## src/rtl/uart_pkg.sv

```systemverilog
// Shared types and constants for the UART MMIO front-end.
// One-hot FSM encodings, STATUS bit positions, register offsets and TX start timeout.
package uart_pkg;

    typedef enum logic [1:0] {
        B_IDLE = 2'b01,
        B_RESP = 2'b10
    } bus_state_t;

    typedef enum logic [3:0] {
        T_IDLE    = 4'b0001,
        T_START   = 4'b0010,
        T_WAIT_HI = 4'b0100,
        T_WAIT_LO = 4'b1000
    } tx_state_t;

    localparam int ST_RX_VALID = 0;
    localparam int ST_TX_EMPTY = 1;
    localparam int ST_TX_FULL  = 2;
    localparam int ST_RX_ERR   = 3;
    localparam int ST_OVERRUN  = 4;
    localparam int ST_TX_BUSY  = 5;

    localparam logic [31:0] UART_DATA_OFS = 32'd0;
    localparam logic [31:0] UART_CTL_OFS  = 32'd4;
    localparam int          TX_START_TIMEOUT = 4;

endpackage

```

## src/rtl/uart_mmio_ctrl_if.sv

```systemverilog
// CPU mem_valid/mem_ready bus bundle; master = CPU side, slave = peripheral side.
interface uart_mmio_ctrl_if;
    logic        mem_valid;
    logic        mem_ready;
    logic [31:0] mem_addr;
    logic [31:0] mem_wdata;
    logic [3:0]  mem_wstrb;
    logic [31:0] mem_rdata;

    modport master (output mem_valid, mem_addr, mem_wdata, mem_wstrb,
                    input  mem_ready, mem_rdata);
    modport slave  (input  mem_valid, mem_addr, mem_wdata, mem_wstrb,
                    output mem_ready, mem_rdata);
endinterface

```

## src/rtl/sync_fifo.sv

```systemverilog
// Synchronous show-ahead FIFO: push/pop same cycle allowed even when full.
// Latency: data visible on pop_dat_o the cycle after push; push ignored when full without pop.
module sync_fifo #(
    parameter int WIDTH = 8,
    parameter int DEPTH = 8
) (
    input  logic             clk,
    input  logic             reset_n,
    input  logic             push_i,
    input  logic [WIDTH-1:0] push_dat_i,
    input  logic             pop_i,
    output logic [WIDTH-1:0] pop_dat_o,
    output logic             full_o,
    output logic             empty_o
);
    localparam int AW = $clog2(DEPTH);
    localparam logic [AW:0] PTR_ONE = 1;

    logic [AW:0]      wr_ptr_q, rd_ptr_q;
    logic [WIDTH-1:0] mem_q [DEPTH];
    logic             do_push, do_pop;

    assign empty_o   = (wr_ptr_q == rd_ptr_q);
    assign full_o    = (wr_ptr_q[AW] != rd_ptr_q[AW]) && (wr_ptr_q[AW-1:0] == rd_ptr_q[AW-1:0]);
    assign do_pop    = pop_i && !empty_o;
    assign do_push   = push_i && (!full_o || do_pop);
    assign pop_dat_o = mem_q[rd_ptr_q[AW-1:0]];

    always_ff @(posedge clk) begin
        if (!reset_n) begin
            wr_ptr_q <= '0;
            rd_ptr_q <= '0;
        end else begin
            if (do_push) wr_ptr_q <= wr_ptr_q + PTR_ONE;
            if (do_pop)  rd_ptr_q <= rd_ptr_q + PTR_ONE;
        end
    end

    always_ff @(posedge clk) begin
        if (do_push) mem_q[wr_ptr_q[AW-1:0]] <= push_dat_i;
    end
endmodule

```

## src/rtl/uart_mmio_ctrl.sv

```systemverilog
// MMIO front-end for the uart core: TX FIFO + sequencer, RX holding register, STATUS/CTL.
// Bus response 1 cycle after accept; DATA writes stall (no mem_ready) while the TX FIFO is full.
// Optional interrupt output and IE bits controlled by macro UART_MMIO_IRQ_EN.
module uart_mmio_ctrl
    import uart_pkg::*;
#(
    parameter logic [31:0] BASE_ADDR     = 32'hF000_0000,
    parameter int          TX_FIFO_DEPTH = 8
) (
    input  logic                   clk,
    input  logic                   reset_n,
    uart_mmio_ctrl_if.slave        bus,
    output logic                   uart_transmit,
    output logic [7:0]             uart_tx_byte,
    input  logic                   uart_is_tx,
    input  logic                   uart_received,
    input  logic [7:0]             uart_rx_byte,
    input  logic                   uart_recv_error
`ifdef UART_MMIO_IRQ_EN
    ,
    output logic                   irq
`endif
);
    bus_state_t  bus_state_q, bus_state_d;
    tx_state_t   tx_state_q, tx_state_d;
    logic        skip_q, skip_d;
    logic [31:0] rdata_q, rdata_d;
    logic [2:0]  tx_cnt_q, tx_cnt_d;
    logic [7:0]  tx_byte_q, tx_byte_d;
    logic [7:0]  rx_byte_q, rx_byte_d;
    logic        rx_valid_q, rx_valid_d;
    logic        rx_err_q, rx_err_d;
    logic        overrun_q, overrun_d;
    logic [1:0]  ie_q, ie_d;

    logic        fifo_push, fifo_pop, fifo_full, fifo_empty;
    logic [7:0]  fifo_dout;
    logic        data_rd, ctl_wr, is_wr, hit_data, hit_ctl, tx_busy, rx_take;
    logic [31:0] status;
    logic        unused_wdata;

    assign unused_wdata = ^{bus.mem_wdata[31:8], bus.mem_wdata[0]};

    sync_fifo #(.WIDTH(8), .DEPTH(TX_FIFO_DEPTH)) u_tx_fifo (
        .clk        (clk),
        .reset_n    (reset_n),
        .push_i     (fifo_push),
        .push_dat_i (bus.mem_wdata[7:0]),
        .pop_i      (fifo_pop),
        .pop_dat_o  (fifo_dout),
        .full_o     (fifo_full),
        .empty_o    (fifo_empty)
    );

    assign is_wr    = |bus.mem_wstrb;
    assign hit_data = (bus.mem_addr == BASE_ADDR + UART_DATA_OFS);
    assign hit_ctl  = (bus.mem_addr == BASE_ADDR + UART_CTL_OFS);
    assign tx_busy  = (tx_state_q != T_IDLE);
    assign rx_take  = uart_received && !uart_recv_error;

    always_comb begin
        status = '0;
        status[ST_RX_VALID] = rx_valid_q;
        status[ST_TX_EMPTY] = fifo_empty;
        status[ST_TX_FULL]  = fifo_full;
        status[ST_RX_ERR]   = rx_err_q;
        status[ST_OVERRUN]  = overrun_q;
        status[ST_TX_BUSY]  = tx_busy;
`ifdef UART_MMIO_IRQ_EN
        status[7:6] = ie_q;
`endif
    end

    // skip_q marks the cycle right after a response, so a still-held valid is not re-executed.
    always_comb begin
        bus_state_d = bus_state_q;
        skip_d      = 1'b0;
        rdata_d     = rdata_q;
        fifo_push   = 1'b0;
        data_rd     = 1'b0;
        ctl_wr      = 1'b0;
        case (bus_state_q)
            B_IDLE: begin
                if (bus.mem_valid && !skip_q) begin
                    if (hit_data && is_wr) begin
                        if (!fifo_full || fifo_pop) begin
                            fifo_push   = 1'b1;
                            rdata_d     = '0;
                            bus_state_d = B_RESP;
                        end
                    end else begin
                        bus_state_d = B_RESP;
                        rdata_d     = '0;
                        if (hit_data) begin
                            data_rd = 1'b1;
                            rdata_d = {24'h0, rx_byte_q};
                        end else if (hit_ctl) begin
                            if (is_wr) ctl_wr  = 1'b1;
                            else       rdata_d = status;
                        end
                    end
                end
            end
            B_RESP: begin
                bus_state_d = B_IDLE;
                skip_d      = 1'b1;
                rdata_d     = '0;
            end
            default: bus_state_d = B_IDLE;
        endcase
    end

    always_comb begin
        tx_state_d = tx_state_q;
        tx_cnt_d   = tx_cnt_q;
        tx_byte_d  = tx_byte_q;
        fifo_pop   = 1'b0;
        case (tx_state_q)
            T_IDLE: begin
                if (!fifo_empty) begin
                    fifo_pop   = 1'b1;
                    tx_byte_d  = fifo_dout;
                    tx_state_d = T_START;
                end
            end
            T_START: begin
                tx_cnt_d   = '0;
                tx_state_d = T_WAIT_HI;
            end
            T_WAIT_HI: begin
                if (uart_is_tx)                                 tx_state_d = T_WAIT_LO;
                else if (tx_cnt_q == 3'(TX_START_TIMEOUT - 1))  tx_state_d = T_IDLE;
                else                                            tx_cnt_d   = tx_cnt_q + 3'd1;
            end
            T_WAIT_LO: begin
                if (!uart_is_tx) tx_state_d = T_IDLE;
            end
            default: tx_state_d = T_IDLE;
        endcase
    end

    // Set events are applied after clears so a same-cycle set wins.
    always_comb begin
        rx_byte_d  = rx_take ? uart_rx_byte : rx_byte_q;
        rx_valid_d = rx_valid_q;
        rx_err_d   = rx_err_q;
        overrun_d  = overrun_q;
        ie_d       = ie_q;
        if (data_rd) rx_valid_d = 1'b0;
        if (rx_take) rx_valid_d = 1'b1;
        if (ctl_wr && bus.mem_wdata[1]) rx_err_d  = 1'b0;
        if (ctl_wr && bus.mem_wdata[2]) overrun_d = 1'b0;
        if (uart_recv_error) rx_err_d = 1'b1;
        if (rx_take && rx_valid_q && !data_rd) overrun_d = 1'b1;
`ifdef UART_MMIO_IRQ_EN
        if (ctl_wr) ie_d = bus.mem_wdata[4:3];
`endif
    end

    always_ff @(posedge clk) begin
        if (!reset_n) begin
            bus_state_q <= B_IDLE;
            tx_state_q  <= T_IDLE;
            skip_q      <= 1'b0;
            rdata_q     <= '0;
            tx_cnt_q    <= '0;
            tx_byte_q   <= '0;
            rx_byte_q   <= '0;
            rx_valid_q  <= 1'b0;
            rx_err_q    <= 1'b0;
            overrun_q   <= 1'b0;
            ie_q        <= '0;
        end else begin
            bus_state_q <= bus_state_d;
            tx_state_q  <= tx_state_d;
            skip_q      <= skip_d;
            rdata_q     <= rdata_d;
            tx_cnt_q    <= tx_cnt_d;
            tx_byte_q   <= tx_byte_d;
            rx_byte_q   <= rx_byte_d;
            rx_valid_q  <= rx_valid_d;
            rx_err_q    <= rx_err_d;
            overrun_q   <= overrun_d;
            ie_q        <= ie_d;
        end
    end

`ifdef UART_MMIO_IRQ_EN
    logic irq_q;
    always_ff @(posedge clk) begin
        if (!reset_n) irq_q <= 1'b0;
        else          irq_q <= (ie_d[0] & rx_valid_d) | (ie_d[1] & fifo_empty & ~tx_busy);
    end
    assign irq = irq_q;
`endif

    assign bus.mem_ready = (bus_state_q == B_RESP);
    assign bus.mem_rdata = (bus_state_q == B_RESP) ? rdata_q : '0;
    assign uart_transmit = (tx_state_q == T_START);
    assign uart_tx_byte  = tx_byte_q;
endmodule

```

## src/flat_wrapper.sv

```systemverilog
// flat-port wrapper written by rule: the top's interface ports become plain ports
module uart_mmio_ctrl_flat import uart_pkg::*;
#(
    parameter logic [31:0] BASE_ADDR     = 32'hF000_0000,
    parameter int          TX_FIFO_DEPTH = 8
)
  (clk, reset_n, uart_transmit, uart_tx_byte, uart_is_tx, uart_received, uart_rx_byte, uart_recv_error, bus_mem_valid, bus_mem_addr, bus_mem_wdata, bus_mem_wstrb, bus_mem_ready, bus_mem_rdata);
  uart_mmio_ctrl_if bus_i ();
  input  logic clk;
  input  logic reset_n;
  output logic uart_transmit;
  output logic [7:0] uart_tx_byte;
  input  logic uart_is_tx;
  input  logic uart_received;
  input  logic [7:0] uart_rx_byte;
  input  logic uart_recv_error;
  input wire logic [$bits(bus_i.mem_valid)-1:0] bus_mem_valid;
  input wire logic [$bits(bus_i.mem_addr)-1:0] bus_mem_addr;
  input wire logic [$bits(bus_i.mem_wdata)-1:0] bus_mem_wdata;
  input wire logic [$bits(bus_i.mem_wstrb)-1:0] bus_mem_wstrb;
  output wire logic [$bits(bus_i.mem_ready)-1:0] bus_mem_ready;
  output wire logic [$bits(bus_i.mem_rdata)-1:0] bus_mem_rdata;
  assign bus_i.mem_valid = bus_mem_valid;
  assign bus_i.mem_addr = bus_mem_addr;
  assign bus_i.mem_wdata = bus_mem_wdata;
  assign bus_i.mem_wstrb = bus_mem_wstrb;
  assign bus_mem_ready = bus_i.mem_ready;
  assign bus_mem_rdata = bus_i.mem_rdata;
  uart_mmio_ctrl #(.BASE_ADDR(BASE_ADDR), .TX_FIFO_DEPTH(TX_FIFO_DEPTH)) u_core (.clk(clk), .reset_n(reset_n), .bus(bus_i), .uart_transmit(uart_transmit), .uart_tx_byte(uart_tx_byte), .uart_is_tx(uart_is_tx), .uart_received(uart_received), .uart_rx_byte(uart_rx_byte), .uart_recv_error(uart_recv_error));
endmodule
```

## config.mk

```make
export PLATFORM = sky130hd
export DESIGN_NAME = uart_mmio_ctrl_flat
export DESIGN_NICKNAME = d
export VERILOG_FILES = /design/src/rtl/uart_pkg.sv /design/src/rtl/uart_mmio_ctrl_if.sv /design/src/rtl/sync_fifo.sv /design/src/rtl/uart_mmio_ctrl.sv /design/src/flat_wrapper.sv
export SDC_FILE = /design/constraint.sdc
export NUM_CORES = 1
export LEC_CHECK = 0
export BUFFER_PORTS_ARGS = -buffer_cell sky130_fd_sc_hd__buf_2
export CORE_MARGIN = 3
export CORE_UTILIZATION = 45
export CTS_CLUSTER_SIZE = 10
export DETAILED_ROUTE_END_ITERATION = 8
export PLACE_DENSITY = 0.69
export SETUP_SLACK_MARGIN = 0.02
export SYNTH_ARGS = -nofsm -noshare
export SYNTH_HDL_FRONTEND = slang
export SYNTH_SLANG_ARGS = --single-unit
```

## constraint.sdc

```tcl
create_clock -name clk -period 3.2 [get_ports clk]
set_clock_uncertainty 0.1 [all_clocks]
set_input_delay 0.64 -clock clk [delete_from_list [all_inputs] [get_ports clk]]
set_output_delay 0.64 -clock clk [all_outputs]
set_load 0.01 [all_outputs]
```

=== Word-level counts from Yosys, hierarchy flattened ===
Memories as Yosys holds them, arrays and structs flattened. A register that Yosys moved wholly into a read port is not among the register bits.
Index checks and enable logic that the tools add are counted.

* Word-level logic and storage cells: 110
* RAM bits: 64
* Memories: 1
* Register bits: 61

{| class="wikitable"
|+ Memory list
! name !! depth !! width !! rd ports !! clocked after Yosys merged registers in !! wr ports !! RTL line !! RTL
|-
| u_core.u_tx_fifo.mem_q || 8 || 8 || 1 || 1 || 1 || sync_fifo.sv:20 || <nowiki>logic [WIDTH-1:0] mem_q [DEPTH];</nowiki>
|}

* Eq/ne operators: 21
* Add/sub/neg operators: 3
* Multiplexer cells: 43
* Bitwise operators: 1
* Reduce and logical (&&, ||, !) cells: 30

{| class="wikitable"
|+ Operators with widths
! operator !! number
|-
| 32-bit 2-to-1 mux || 6
|-
| 32-bit == test (second input constant) || 2
|-
| 32-bit case mux with 2 select lines || 1
|-
| 1-bit 2-to-1 mux || 25
|-
| 4-bit 2-to-1 mux || 4
|-
| 4-bit case mux with 4 select lines || 1
|-
| 1-bit logical AND || 10
|-
| 2-bit != test (second input constant) || 5
|-
| 2-bit nonzero test || 5
|-
| 3-bit AND reduction || 3
|-
| 4-bit by 1-bit adder with 4-bit output (second input constant) || 2
|-
| 1-bit logical NOT || 6
|-
| 3-bit 2-to-1 mux || 2
|-
| 6-bit 2-to-1 mux || 1
|-
| 3-bit case mux with 2 select lines || 1
|-
| 2-bit AND reduction || 3
|-
| 4-bit by 1-bit == test with 1-bit output (second input constant) || 1
|-
| 4-bit by 2-bit == test with 1-bit output (second input constant) || 1
|-
| 4-bit by 3-bit == test with 1-bit output (second input constant) || 1
|-
| 4-bit == test || 1
|-
| 4-bit == test (second input constant) || 1
|-
| 2-bit 2-to-1 mux || 2
|-
| 4-bit by 1-bit != test with 1-bit output (second input constant) || 1
|-
| 4-bit OR reduction || 1
|-
| 11 further kinds || 12
|}

=== Depth between registers and ports, before layout ===
* Word-level depth: 11
* Mapped depth: 8
* Gate-level depth less buffers: 7

=== Cells and area by module ===
From an unflattened synthesis, not the netlist that was laid out.

* Cell total of the unflattened synthesis: 383
* Area total of the unflattened synthesis: 4884.7 µm²

{| class="wikitable"
|+ Modules (own cells, without submodules)
! module !! cells an instance !! sequential area each (µm²) !! area an instance (µm²) !! times used
|-
| sync_fifo || 164 || 2142.1 || 2989.1 || 1
|-
| uart_mmio_ctrl || 219 || 740.7 || 1895.6 || 1
|}

=== Worst setup path before layout ===
OpenSTA, ideal clock, no wires.

* Kind: input to register
* Start: input bus_mem_addr[5]
* End: memory u_core.u_tx_fifo.mem_q[0][0] (enable)
* Required time: 2.717 ns
* Arrival time: 2.155 ns
* Slack: 0.562 ns
* Cell stages on the path: 5
* Cell sequence: nor4_2 > and4_1 > o2111a_1 > nand2b_1 > nor3_1

* Cells in the longest elaborated chain, start to end: 8

{| class="wikitable"
|+ Ends and longest elaborated chain
! item !! RTL line !! RTL
|-
| start, declared || flat_wrapper.sv:18 || <nowiki>input wire logic [$bits(bus_i.mem_addr)-1:0] bus_mem_addr;</nowiki>
|-
| 32-bit == test || uart_mmio_ctrl.sv:56 || <nowiki>assign hit_data = (bus.mem_addr == BASE_ADDR + UART_DATA_OFS);</nowiki>
|-
| 1-bit logical AND || uart_mmio_ctrl.sv:85 || <nowiki>if (hit_data && is_wr) begin</nowiki>
|-
| 1-bit 2-to-1 mux || uart_mmio_ctrl.sv:85 ||
|-
| 1-bit 2-to-1 mux || uart_mmio_ctrl.sv:84 || <nowiki>if (bus.mem_valid && !skip_q) begin</nowiki>
|-
| 1-bit 2-to-1 mux || uart_mmio_ctrl.sv:82 || <nowiki>case (bus_state_q)</nowiki>
|-
| 1-bit logical AND || sync_fifo.sv:26 || <nowiki>assign do_push = push_i && (!full_o || do_pop);</nowiki>
|-
| 1-bit 2-to-1 mux || sync_fifo.sv:40 || <nowiki>if (do_push) mem_q[wr_ptr_q[AW-1:0]] <= push_dat_i;</nowiki>
|-
| 1-bit 2-to-1 mux (implied by the code) || sync_fifo.sv:40 ||
|-
| end, declared || sync_fifo.sv:20 ||
|}

No other way between the ends.

=== Worst setup path in the final report ===
* Start: register u_core.bus_state_q[1]
* End: memory u_core.u_tx_fifo.mem_q[4][2] (enable)

* Cells in the longest elaborated chain, start to end: 5

{| class="wikitable"
|+ Ends and longest elaborated chain
! item !! RTL line !! RTL
|-
| start, declared || uart_mmio_ctrl.sv:24 || <nowiki>bus_state_t bus_state_q, bus_state_d;</nowiki>
|-
| start signal, assigned || uart_mmio_ctrl.sv:174 || <nowiki>bus_state_q <= bus_state_d;</nowiki>
|-
| 2-bit by 1-bit == test with 1-bit output || uart_mmio_ctrl.sv:82 ||
|-
| 1-bit 2-to-1 mux || uart_mmio_ctrl.sv:82 ||
|-
| 1-bit logical AND || sync_fifo.sv:26 ||
|-
| 1-bit 2-to-1 mux || sync_fifo.sv:40 ||
|-
| 1-bit 2-to-1 mux (implied by the code) || sync_fifo.sv:40 ||
|}

No other way between the ends.

==> results by group <==
Routing
  • DR iter-0 viols: about 200
  • DRC: 0
  • Via count: between 3000 and 4000
  • Drt first pass iters: 4
  • Routed wire length: 9692 µm
  • Routed Antenna Nets: 0
  • Avg WL per Cell: ~16 µm
  • Post-DR vias/cell: 5.158

Yosys
  • Post-synth EDFFs: between 60 and 70
  • Top cells by area, synth: edfxtp_1 38%, dfxtp_1 18%, mux4_2 6.8%, buf_4 3.8%, mux2i_1 3.4%
  • Post-Synth Simple-Gate Area: approximately 16%
  • Compound-gate portion of the synthesized area: 6.491%
  • Synth Warn #: 0
  • XOR/XNOR Fraction of Synth Area: 1.880%
  • Syn Area/Cell: around 13 µm²
  • Cells after synthesis: roughly 380
  • Largest area contributor in the netlist: edfxtp_1
  • Yosys top cell area share: 38.50%
  • Mapped Area: around 5000 µm²
  • Ys async rst share: 0%
  • Multiplexer share of the synthesized area: 11.60%
  • Main flop type after synthesis: edfxtp_1
  • Largest family of logic cells by synthesized area: simple AND/OR/NAND/NOR gates
  • Flops & latches, synth: 109
  • Post-synthesis adder-cell area fraction: roughly 1.5%
  • Netlist cell types: 58
  • Register area share after synthesis: between 50% and 60%

Power
  • Sequential share of power: 55.1%
  • LEAKAGE: 2.085 nW
  • Final Power: 2.814 mW
  • Peak VDD IR: ~0.00028 V
  • NetSw: 0.7852 mW
  • Internal Power: ~2 mW
  • Comb pwr share: 15.2%
  • Pwr dens: 496.7 nW/µm²
  • Clock power share: approximately 30%
  • Switch share: 27.90%

Floorplanning
  • Die ar.: 12390 µm²
  • Core Region: 10560 µm²
  • Initial core utilization: roughly 47%
  • Rows: 37
  • Die W: 111.3 µm
  • Ports: 124
  • Die Ht: 111.3 µm

Worst setup path
  • Crit path kind: reg -> reg
  • Required time of the worst setup path: between 3 and 4 ns
  • Crit. End Element: flop
  • Worst path arrival time: 2.40 ns
  • Crit path largest cell delay: 0.35 ns
  • Critical path's slowest cell: dfxtp_1
  • Type of origin of the critical path: flop
  • Worst Path Max Fanout: 6
  • Crit-path cells: inv_1, ha_1, nand3b_1, nor3_2, o2111a_1, nand2_1, nor3_1, buf_4

Final layout
  • Commonest cells after routing, fill and taps aside: 75 x buf_2, 64 x edfxtp_1, 45 x dfxtp_1, 40 x nand2_1, 25 x nor2_1
  • Leading cell type in the layout, fill and taps excluded: buf_2
  • Filler cell count: 907
  • Nets: 553
  • Final Cell Area: 5665 µm²
  • Antenna Diode Count: 0
  • Share of layout cells above drive strength 1: 31.28%
  • Area Growth Syn to Fin: 13.48%

Timing
  • Hold slack: 0.3609 ns
  • Slew margin rel.: 33.01%
  • Min cycle time layout: 2.410 ns
  • Hold Vio Cnt, Final: 0
  • RSZ-0062 raised after global routing: false
  • Worst-Margin Slew: 1.004 ns
  • Setup TNS Final: 0 ns
  • Max Clk Rate: 415.0 MHz
  • Max-slew violation count: 0
  • Fin crit share: 75.30%
  • Endpoints failing setup: 0

Hold path
  • HP Class: reg -> reg

Global routing
  • Initial antenna violation count: 0
  • Vias in the first global route: 3138
  • Grt ovf: 0
  • First-pass GRT wire length: roughly 16000 µm
  • Largest net degree at the start of global routing: 31
  • All-Layer GR Usage: 16.20%

Clock network
  • Hold_buf cts: 0
  • CTS H-tree depth: 3
  • Post_cts resized: 0
  • CTS tree: yes
  • Max clock buf depth: 2
  • Post-CTS Setup Repair Bufs: 0
  • Worst-skew pair later-pin latency: 0.38 ns
  • CTS root buffer: clkbuf_8
  • Worst-path clk slew: about 0.11 ns
  • Number of CTS-inserted buffers: 9
  • Sink Count: about 110

Run
  • Max-Cap Viols: 0

Place
  • Placed Area: 5456 µm²
  • PortBufs: 75
  • RD Place Congestion: 0.7978
  • DP HPWL: 6984 µm

Outcome
  • Status: finished, final reports clean
[per-stage QoR]
stage,util [%],instances,setup slack (ns)
floorplan,-,405,0.5618
global placement,51.70,590,0.5757
detailed placement,51.70,590,0.5162
CTS,53.67,606,0.7865
global route,53.67,606,0.6125
finish,53.67,606,0.7905
[worst paths after layout]
kind,slack [ns],from,depth (start not counted),end
max reg2reg,0.79,u_core.bus_state_q[1],8,u_core.u_tx_fifo.mem_q[4][2]
max,0.79,u_core.bus_state_q[1],8,u_core.u_tx_fifo.mem_q[4][2]
min reg2reg,0.36,u_core.rdata_q[7],2,u_core.rdata_q[7]
min,0.36,u_core.rdata_q[7],2,u_core.rdata_q[7]
[cell families (layout without fill, tap and decap cells)]
group                      count (synthesis)  after routing
other                                      1             24
AOI/OAI and AO/OA                         44             44
xor gates and xnor gates                   9              9
DFF                                      109            109
muxes                                     37             37
and+or+nand+nor                          127            127
adders and majority gates                  6              6
buffers and inverters                     49            114
[critical path, delay by kind of cell, from the launching register on]
kind,cells,cell delay (ns)
compound gates,1,0.32
fa+ha+maj,1,0.30
buf+inv,2,0.30
flops,1,0.35
simple gates,4,0.77
[routing by layer]
| metal | global-route usage [%] | vias to the layer above | share of wire, % |
|---|---|---|---|
| met5 | 0 | - | 0 |
| li1 | - | 1524 | - |
| met4 | 4.866 | 0 | 1.4 |
| met1 | 20.50 | 1514 | 45 |
| met3 | 4.258 | 10 | 4.1 |
| met2 | 27.42 | 78 | 49 |
[cells in the mapped netlist (all sizes together) (3+ instances only)]
cell    count
a211oi      8
a21oi      15
and2        9
buf        32
clkbuf      9
dfxtp      45
edfxtp     64
ha          6
inv         8
mux2        4
mux2i      17
mux4       16
nand2      40
nand2b      7
nand3       5
nand3b      5
nand4       3
nor2       27
nor2b       4
nor3        8
nor4        7
nor4b       4
o211ai      3
o21ai       4
xnor2       8
[layout make-up]
class                      count  area, µm²  area share (%)
clock buffer                   9      123.9           2.186
sequential                   109       2823           49.82
multi-input combinational    247       1946           34.34
tap                          136      170.2           3.004
inverter                       8      30.03          0.5300
timing repair buffer          90      488.0           8.613
clock inverter                 7      85.08           1.502
[registers in the layout, summed over array words and instances (netlist names)]
signal,count
u_core.bus_state_q,2
u_core.uart_tx_byte,8
u_core.u_tx_fifo.wr_ptr_q,4
u_core.tx_state_q,4
u_core.rx_err_q,1
u_core.overrun_q,1
u_core.tx_cnt_q,3
u_core.rx_byte_q,8
u_core.u_tx_fifo.mem_q,64
u_core.rdata_q,8
u_core.skip_q,1
u_core.rx_valid_q,1
u_core.u_tx_fifo.rd_ptr_q,4
[power by group through the flow]
stage                     sequential, mW  clock (mW)  combinational (mW)
after floorplan                     1.59           0               0.327
after global placement              1.58           0               0.421
after detailed placement            1.58           0               0.430
after CTS                           1.55       0.864               0.433
after global routing                1.56       0.917               0.470
final                               1.55       0.835               0.427
Power figures use the tool's default switching activity.
